### src/rtl/apb_pkg.sv
`default_nettype none
// ============================================================================
// Module   : apb_pkg
// Purpose  : Shared state encoding, width helpers and the ID default for the
//            APB register-file completer.
// Revision : 1.0 - initial release
// ============================================================================
package apb_pkg;

    typedef enum logic [0:0] {
        ST_IDLE   = 1'b0,
        ST_ACCESS = 1'b1
    } apb_state_t;

    localparam logic [31:0] C_ID_DEFAULT = 32'hA0B1_0001;
    localparam int          C_CNT_W      = 4;

    // Byte-offset bits stripped from paddr to form a word index.
    function automatic int apb_lsb(input int dw);
        return $clog2(dw / 8);
    endfunction

    function automatic int apb_idx_w(input int n);
        return (n < 2) ? 1 : $clog2(n);
    endfunction

endpackage
`default_nettype wire

### src/rtl/apb_wait_counter.sv
`default_nettype none
// ============================================================================
// Module   : apb_wait_counter
// Purpose  : 4-bit load/decrement counter with zero flag for APB wait states.
// Revision : 1.0 - initial release
// ============================================================================
module apb_wait_counter
    import apb_pkg::*;
(
    input  logic               clk,
    input  logic               rst,
    input  logic               i_load,
    input  logic [C_CNT_W-1:0] i_load_val,
    input  logic               i_dec,
    output logic               o_zero
);

    logic [C_CNT_W-1:0] r_cnt;

    always_ff @(posedge clk or posedge rst) begin
        if (rst) begin
            r_cnt <= '0;
        end else if (i_load) begin
            r_cnt <= i_load_val;
        end else if (i_dec && (r_cnt != '0)) begin
            r_cnt <= r_cnt - C_CNT_W'(1);
        end
    end

    assign o_zero = (r_cnt == '0);

endmodule
`default_nettype wire

### src/rtl/apb_regfile_slave.sv
`default_nettype none
// ============================================================================
// Module   : apb_regfile_slave
// Purpose  : APB3 completer with NUM_REGS registers (index 0 = read-only ID),
//            programmable wait states and alignment/range checking.
//            Define APB_SLVERR_EN to report bad accesses on pslverr.
// Revision : 1.0 - initial release
// ============================================================================
module apb_regfile_slave
    import apb_pkg::*;
#(
    parameter int                    DATAWIDTH   = 32,
    parameter int                    ADDRWIDTH   = 8,
    parameter int                    NUM_REGS    = 16,
    parameter int                    WAIT_STATES = 0,
    parameter logic [DATAWIDTH-1:0]  ID_VALUE    = DATAWIDTH'(C_ID_DEFAULT)
) (
    input  logic                  clk,
    input  logic                  rst,
    input  logic [ADDRWIDTH-1:0]  paddr,
    input  logic [DATAWIDTH-1:0]  pwdata,
    input  logic                  pwrite,
    input  logic                  psel,
    input  logic                  penable,
    output logic [DATAWIDTH-1:0]  prdata,
    output logic                  pready,
    output logic                  pslverr
);

    localparam int              LSB   = apb_lsb(DATAWIDTH);
    localparam int              IDXW  = ADDRWIDTH - LSB;
    localparam int              RIW   = apb_idx_w(NUM_REGS);
    localparam logic [IDXW:0]   C_NUM = (IDXW + 1)'(NUM_REGS);

    apb_state_t             r_state;
    logic [DATAWIDTH-1:0]   r_regs [NUM_REGS];
    logic [RIW-1:0]         r_idx;
    logic                   r_write;
    logic                   r_err;
    logic [DATAWIDTH-1:0]   r_wdata;

    logic [IDXW-1:0]        w_idx;
    logic [RIW-1:0]         w_ridx;
    logic                   w_misalign;
    logic                   w_oor;
    logic                   w_id;
    logic                   w_bad;
    logic [DATAWIDTH-1:0]   w_rdval;
    logic                   w_setup;
    logic                   w_access;
    logic                   w_zero;
    logic                   w_dec;

    assign w_idx      = paddr[ADDRWIDTH-1:LSB];
    assign w_ridx     = w_idx[RIW-1:0];
    assign w_misalign = |paddr[LSB-1:0];
    assign w_oor      = ({1'b0, w_idx} >= C_NUM);
    assign w_id       = (w_idx == '0);
    // The ID word is read-only, so a write to it is treated like any bad access.
    assign w_bad      = w_misalign | w_oor | (pwrite & w_id);
    assign w_rdval    = w_id ? ID_VALUE : r_regs[w_ridx];

    assign w_setup    = (r_state == ST_IDLE) && psel && !penable;
    assign w_access   = (r_state == ST_ACCESS) && psel && penable;
    assign w_dec      = w_access && !w_zero;

    apb_wait_counter u_wait_counter (
        .clk        (clk),
        .rst        (rst),
        .i_load     (w_setup),
        .i_load_val (C_CNT_W'(WAIT_STATES)),
        .i_dec      (w_dec),
        .o_zero     (w_zero)
    );

    assign pready = (r_state == ST_ACCESS) && w_zero;

`ifdef APB_SLVERR_EN
    assign pslverr = pready && r_err;
`else
    assign pslverr = 1'b0;
`endif

    always_ff @(posedge clk or posedge rst) begin
        if (rst) begin
            r_state <= ST_IDLE;
            prdata  <= '0;
            r_idx   <= '0;
            r_write <= 1'b0;
            r_err   <= 1'b0;
            r_wdata <= '0;
            for (int i = 0; i < NUM_REGS; i++) begin
                r_regs[i] <= '0;
            end
        end else begin
            case (r_state)
                ST_IDLE: begin
                    if (w_setup) begin
                        r_idx   <= w_ridx;
                        r_write <= pwrite;
                        r_err   <= w_bad;
                        r_wdata <= pwdata;
                        prdata  <= (!pwrite && !w_bad) ? w_rdval : '0;
                        r_state <= ST_ACCESS;
                    end
                end
                ST_ACCESS: begin
                    // Dropping psel before completion aborts with no side effects.
                    if (!psel) begin
                        prdata  <= '0;
                        r_state <= ST_IDLE;
                    end else if (w_access && w_zero) begin
                        if (r_write && !r_err) begin
                            r_regs[r_idx] <= r_wdata;
                        end
                        prdata  <= '0;
                        r_state <= ST_IDLE;
                    end
                end
                default: r_state <= ST_IDLE;
            endcase
        end
    end

endmodule
`default_nettype wire
### config.mk
export PLATFORM = sky130hd
export DESIGN_NAME = apb_regfile_slave
export DESIGN_NICKNAME = d
export VERILOG_FILES = /design/src/rtl/apb_pkg.sv /design/src/rtl/apb_wait_counter.sv /design/src/rtl/apb_regfile_slave.sv
export SDC_FILE = /design/constraint.sdc
export NUM_CORES = 1
export LEC_CHECK = 0
export CAP_MARGIN = 20
export CORE_ASPECT_RATIO = 1.5
export CORE_MARGIN = 4
export CORE_UTILIZATION = 44
export CTS_BUF_LIST = sky130_fd_sc_hd__clkbuf_4
export DETAILED_ROUTE_END_ITERATION = 16
export PLACE_DENSITY = 0.71
export SLEW_MARGIN = 15
export SYNTH_ARGS = -nofsm -noshare
export SYNTH_HDL_FRONTEND = slang
export SYNTH_SLANG_ARGS = --single-unit
### constraint.sdc
create_clock -name clk -period 40 [get_ports clk]
set_clock_uncertainty 0.15 [all_clocks]
set_input_delay 8 -clock clk [delete_from_list [all_inputs] [get_ports clk]]
set_output_delay 8 -clock clk [all_outputs]
set_load 0.02 [all_outputs]
# After elaboration in Yosys (flattened, before gate mapping)
# Index checks and enable logic that the tools add are counted.
# op_classes
n_eq_ne,2
n_reduce_logical,24
bitwise,6
add_sub_neg,1
mux,18
order_cmp,4
# op_table
operator,count
$bwmux W512,1
$mux W32,8
$bmux W32 S4,1
$demux W32 S4,1
$pmux W32 S2,1
$logic_and A1 B1 Y1,11
$ge A5 B5 Y1 const B,2
$not A4 Y5,2
$mux W4,2
$ge A6 B5 Y1 const B,1
$logic_not A6 Y1,1
$logic_not A1 Y1,5
$lt A5 B1 Y1 const B,1
$logic_not A4 Y1,1
$reduce_and A2 Y1,2
$reduce_and A4 Y1,1
$reduce_bool A4 Y1,1
$sub A4 B1 Y4 const B,1
$mux W1,3
$ne A3 B2 Y1 const B,1
$ne A2 B1 Y1 const B,1
$or A1 B1 Y1,2
$pmux W1 S2,1
$reduce_bool A2 Y1,1
other kinds (3),3
# totals
output_inout_bits,34
regBits,587
wordCells,78

# Longest topological paths before layout
# depth
depth_word,8
ltp_mapped,9
depth_no_buf,7

# Hierarchy
# From an unflattened synthesis, not the netlist that was laid out.
# unflattened
hier_cells,1669
hier_area_um2,26163.8
# modules_own_cells
module,seq_area_each_um2,cells_per_inst,n_inst,area_each_um2
apb_regfile_slave,14589.0,1641,1,25902.3
apb_wait_counter,100.1,28,1,261.5

# Worst setup path after synthesis
# Ideal clock, no wire load.
# synth_path
path_type,input to register
from,in paddr[5]
to,reg prdata[11]
setup_time_ns,0.133
arrival_ns,9.476
n_path_buf,3
path_stages,7
slack_ns,30.241
path_cell_list,buf_2 buf_2 buf_1 mux4_2 mux2_2 a21oi_1 o21ai_0
# synth_between
elab_chain_len,8
elab_cells_between_ends,15
cone_classes,1 x order compare; 7 x mux; 4 x bitwise; 3 x reduce/logical
# synth_rtl
element,line_no,text
from (decl),apb_regfile_slave.sv:20,"input logic [ADDRWIDTH-1:0] paddr,"
$ge A6 B5 Y1 (tied with other cells),apb_regfile_slave.sv:57,"assign w_oor = ({1'b0, w_idx} >= C_NUM);"
$or A1 B1 Y1 (tied with other cells),apb_regfile_slave.sv:60,assign w_bad = w_misalign | w_oor | (pwrite & w_id);
$or A1 B1 Y1 / $mux W32 (equally long branches),"apb_regfile_slave.sv:60, apb_regfile_slave.sv:61",
$logic_not A1 Y1 / $mux W32 (equally long branches),"apb_regfile_slave.sv:103, apb_regfile_slave.sv:61",
$logic_and A1 B1 Y1 / $mux W32 (equally long branches),"apb_regfile_slave.sv:103, apb_regfile_slave.sv:61",
$mux W32 (*),apb_regfile_slave.sv:103,prdata <= (!pwrite && !w_bad) ? w_rdval : '0;
$mux W32 (*),apb_regfile_slave.sv:98,if (w_setup) begin
$pmux W32 S2 (*),apb_regfile_slave.sv:96,case (r_state)
to (signal assigned),apb_regfile_slave.sv:103,
to (decl),apb_regfile_slave.sv:25,"output logic [DATAWIDTH-1:0] prdata,"
# Every way passes the cells marked *; elsewhere a longest branch is shown, timed or not. The select of a mux whose other input is x is not followed.
# A chain may end at the register's enable or synchronous reset.

==> flow_metrics.tcl <==
set metrics [dict create \
    status "completed" \
    yosysSeqAreaShare_pct 56.25 \
    synthMuxAreaShare_pct 34.89 \
    ys_async_sr_fraction_pct 100.0 \
    synth-xor-area-share_pct 0.1006 \
    syn_to_final_growth_pct 11.90 \
    via_per_inst 5.726 \
    die_area_um2 63390 \
    place_ws_ns 26.68 \
    syn_inst 1727 \
    rsz0062_at_grt "no" \
    remaining_drc_errors 0 \
    place_congestion 0.7570 \
    drv_cap 0 \
    synth_top_family_by_area "multiplexers" \
    cts_max_level 4 \
    cp-end-kind "asynchronous set/reset pin" \
    path_buf_inv 7 \
    rows 109 \
    critical_path.slowest_cell "buf_4" \
    drtPass1Iterations 4 \
    synth-adder-area-share_pct 0.09582 \
    finalCritPeriodShare_pct 30.33 \
    ys_ff_latch 587 \
    arrival_ns 12.80 \
    synth-simple-area-share_pct 2.357 \
    ios 79 \
    drt_iter0_drc 820 \
    cpPeakStageDelay_ns 0.90 \
    avgSynthCellArea_um2 15.12 \
    hold_viol 0 \
    hold_path_class "register to register" \
    ir_worst_vdd_v 0.00002058 \
    yosys_warnings 0 \
    cp_max_fo 120 \
    synth.distinct_cells 51 \
    cp_common_cell "buf_4" \
    wl_mm 62.65 \
    whs_ns 0.3283 \
    maxSlewViolCount 0 \
    clkSinkCount 587 \
    startpoint_type "input port" \
    path_cells "clkdlybuf4s50_1 -> inv_8 -> buf_4 -> buf_4 -> buf_4 -> buf_12 -> buf_4" \
    grt_overflow_total 0 \
    cts.path.max_buffers 3 \
    insertion_delay_ns 0.88 \
    grt_pass1_vias 17350 \
    place_area_um2 27470 \
    fin_ws_ns 27.87 \
    start_util_pct 44.33 \
    cts_hold_buf 0 \
    die_width_um 206.9 \
    nNetsFinal 1885 \
    internal_power_mw 0.9331 \
    final_cells 2704 \
    syn-num-nets 1774 \
    drive_above_1_share_pct 47.48 \
    grt_pass1_wl_mm 99.53 \
    seqPwrFrac_pct 53.8 \
    slew_headroom_pct 25.33 \
    die_h_um 306.4 \
    required_ns 40.67 \
    critPathTopFamily "buffers and inverters" \
    grt_antenna_before_repair 1 \
    tightest_slew_ns 1.112 \
    synth_edf_count 0 \
    synthFlopType "dfrtp_1" \
    p_leak_nw 14.18 \
    ctsResizeCount 0 \
    fin_tns_setup_ns 0 \
    vias 15480 \
    worstSetupPathType "input port to asynchronous set/reset pin" \
    p_per_area_nw_per_um2 42.92 \
    period_minus_slack_ns 12.13 \
    grt_usage_pct 20.31 \
    cts_buffers 139 \
    dp.cells 2472 \
    post_cts_buffers 0 \
    swShare_pct 25.60 \
    clock-root-buffer "clkbuf_4" \
    cts_tree "built" \
    io_buffers 77 \
    fmax_mhz 82.43 \
    synth_compound_area_share_pct 3.320 \
    switching_power_mw 0.3211 \
    wire_per_inst_um 23.17 \
    clkPwrFrac_pct 38.3 \
    fin_area_um2 29220 \
    antenna_left 0 \
    grt_max_degree 121 \
    setup_viol_count_final 0 \
    share_comb_of_total_power_pct 7.9 \
    core_um2 58920 \
    syn-cell-area_um2 26120 \
    clk_pin_slew_ns 0.06 \
    dp_hpwl_mm 36.06 \
    power_mw 1.254 \
    finish.utilization_pct 49.60 \
]
[layout by cell type, fill, tap and decap left out, types with 2 or more instances in the layout]
cell type / Yosys / routed
a21oi_1: 14 / 13
a221oi_1: 10 / 10
a22o_1: 10 / 10
a22oi_1: 14 / 14
a31oi_1: 12 / 12
buf_4: 15 / 33
buf_6: 13 / 5
bufinv_16: 0 / 4
clkbuf_4: 0 / 197
clkdlybuf4s50_1: 0 / 73
clkinv_1: 1 / 19
clkinv_2: 0 / 2
clkinvlp_4: 0 / 4
dfrtp_1: 587 / 587
diode_2: 0 / 2
ha_1: 2 / 2
inv_1: 5 / 4
inv_2: 0 / 3
mux2_1: 14 / 14
mux2_2: 551 / 551
mux2i_1: 79 / 79
mux4_2: 87 / 87
nand2_1: 45 / 38
nand2_2: 0 / 7
nand2b_1: 5 / 5
nand3_1: 11 / 10
nor2_1: 37 / 35
nor2b_1: 3 / 2
nor3_1: 6 / 5
nor3_2: 1 / 2
nor3b_2: 1 / 2
o211ai_1: 4 / 4
o21ai_0: 32 / 32
o221ai_1: 6 / 6
o22a_1: 6 / 6
o31ai_1: 15 / 15
xor2_1: 2 / 2
[cells by family (layout without fill, tap and decap cells)]
| family | count (synthesis) | after routing |
|---|---|---|
| xor gates and xnor gates | 3 | 3 |
| and+or+nand+nor | 126 | 126 |
| adders and majority gates | 2 | 2 |
| buffers and inverters | 150 | 348 |
| muxes | 731 | 731 |
| other | 1 | 3 |
| AOI/OAI and AO/OA | 127 | 127 |
| DFF | 587 | 587 |
[worst paths after layout]
check	startpoint	end	slack (ns)	cells past startpoint
min reg2reg	r_regs[32]	r_regs[32]	0.33	1
max reg2reg	u_wait_counter.r_cnt[0]	r_regs[82]	36.39	8
min in group asynchronous	rst	u_wait_counter.r_cnt[3]	7.57	2
max in group clk	u_wait_counter.r_cnt[0]	pready	29.31	5
max	rst	r_regs[393]	27.87	7
min	r_regs[32]	r_regs[32]	0.33	1
[registers in the layout, summed over array words and instances (netlist names)]
name / flops
r_err: 1
r_write: 1
r_state: 1
prdata: 32
u_wait_counter.r_cnt: 4
r_regs: 512
r_idx: 4
r_wdata: 32
[power groups by stage]
stage	Clock [mW]	Sequential, mW	Combinational [mW]
floorplan	0	0.659	0.0899
global placement	0	0.681	0.0972
detailed placement	0	0.685	0.101
CTS	0.497	0.674	0.101
global route	0.528	0.681	0.109
finish	0.480	0.675	0.0995
[cell type report]
class / count / area [um2]
Antenna cell: 2 / 5.005
Tap cell: 777 / 972.2
Sequential cell: 587 / 14690
Clock inverter: 31 / 239.0
Multi-Input combinational cell: 990 / 10720
Timing Repair Buffer: 114 / 1087
Clock buffer: 197 / 1479
Fill cell: 5027 / 29690
Inverter: 6 / 30.03
[worst register-to-register path, delay by kind of cell (launching register included)]
kind                       cells  cell delay (ns)
DFF                            1             0.41
muxes                          1             0.41
adders and majority gates      1             0.15
buffers and inverters          2             0.59
and+or+nand+nor                4             1.77
[cell usage after synthesis, types with 2 or more instances]
cell type	count	area, um2
buf_4	15	112.6
o31ai_1	15	112.6
buf_1	7	26.28
clkbuf_1	62	232.7
o21ai_0	32	160.2
nor4_1	2	12.51
inv_1	5	18.77
nand2b_1	5	31.28
o22a_1	6	52.55
nor3_1	6	30.03
mux4_2	87	1959
nand2_1	45	168.9
a31oi_1	12	75.07
nor2_1	37	138.9
nor2b_1	3	18.77
xor2_1	2	17.52
nor3b_1	2	15.01
o221ai_1	6	52.55
mux2_2	551	6205
ha_1	2	25.02
o211ai_1	4	30.03
a221oi_1	10	87.58
a22oi_1	14	105.1
nand3_1	11	55.05
and2_1	2	12.51
a22o_1	10	87.58
buf_6	13	146.4
a21oi_1	14	70.07
mux2_1	14	157.7
buf_2	47	235.2
mux2i_1	79	790.8
dfrtp_1	587	14690
and3_1	2	12.51
[layer usage]
metal | vias up | GRT usage [%] | routed length (um)
met5 | - | 0 | 0
met4 | 0 | 9.414 | 2420
met3 | 156 | 3.386 | 2291
met2 | 364 | 35.13 | 33210
met1 | 8302 | 24.78 | 24730
li1 | 6660 | - | -
No activity file was read; power rests on OpenSTA's default activity.
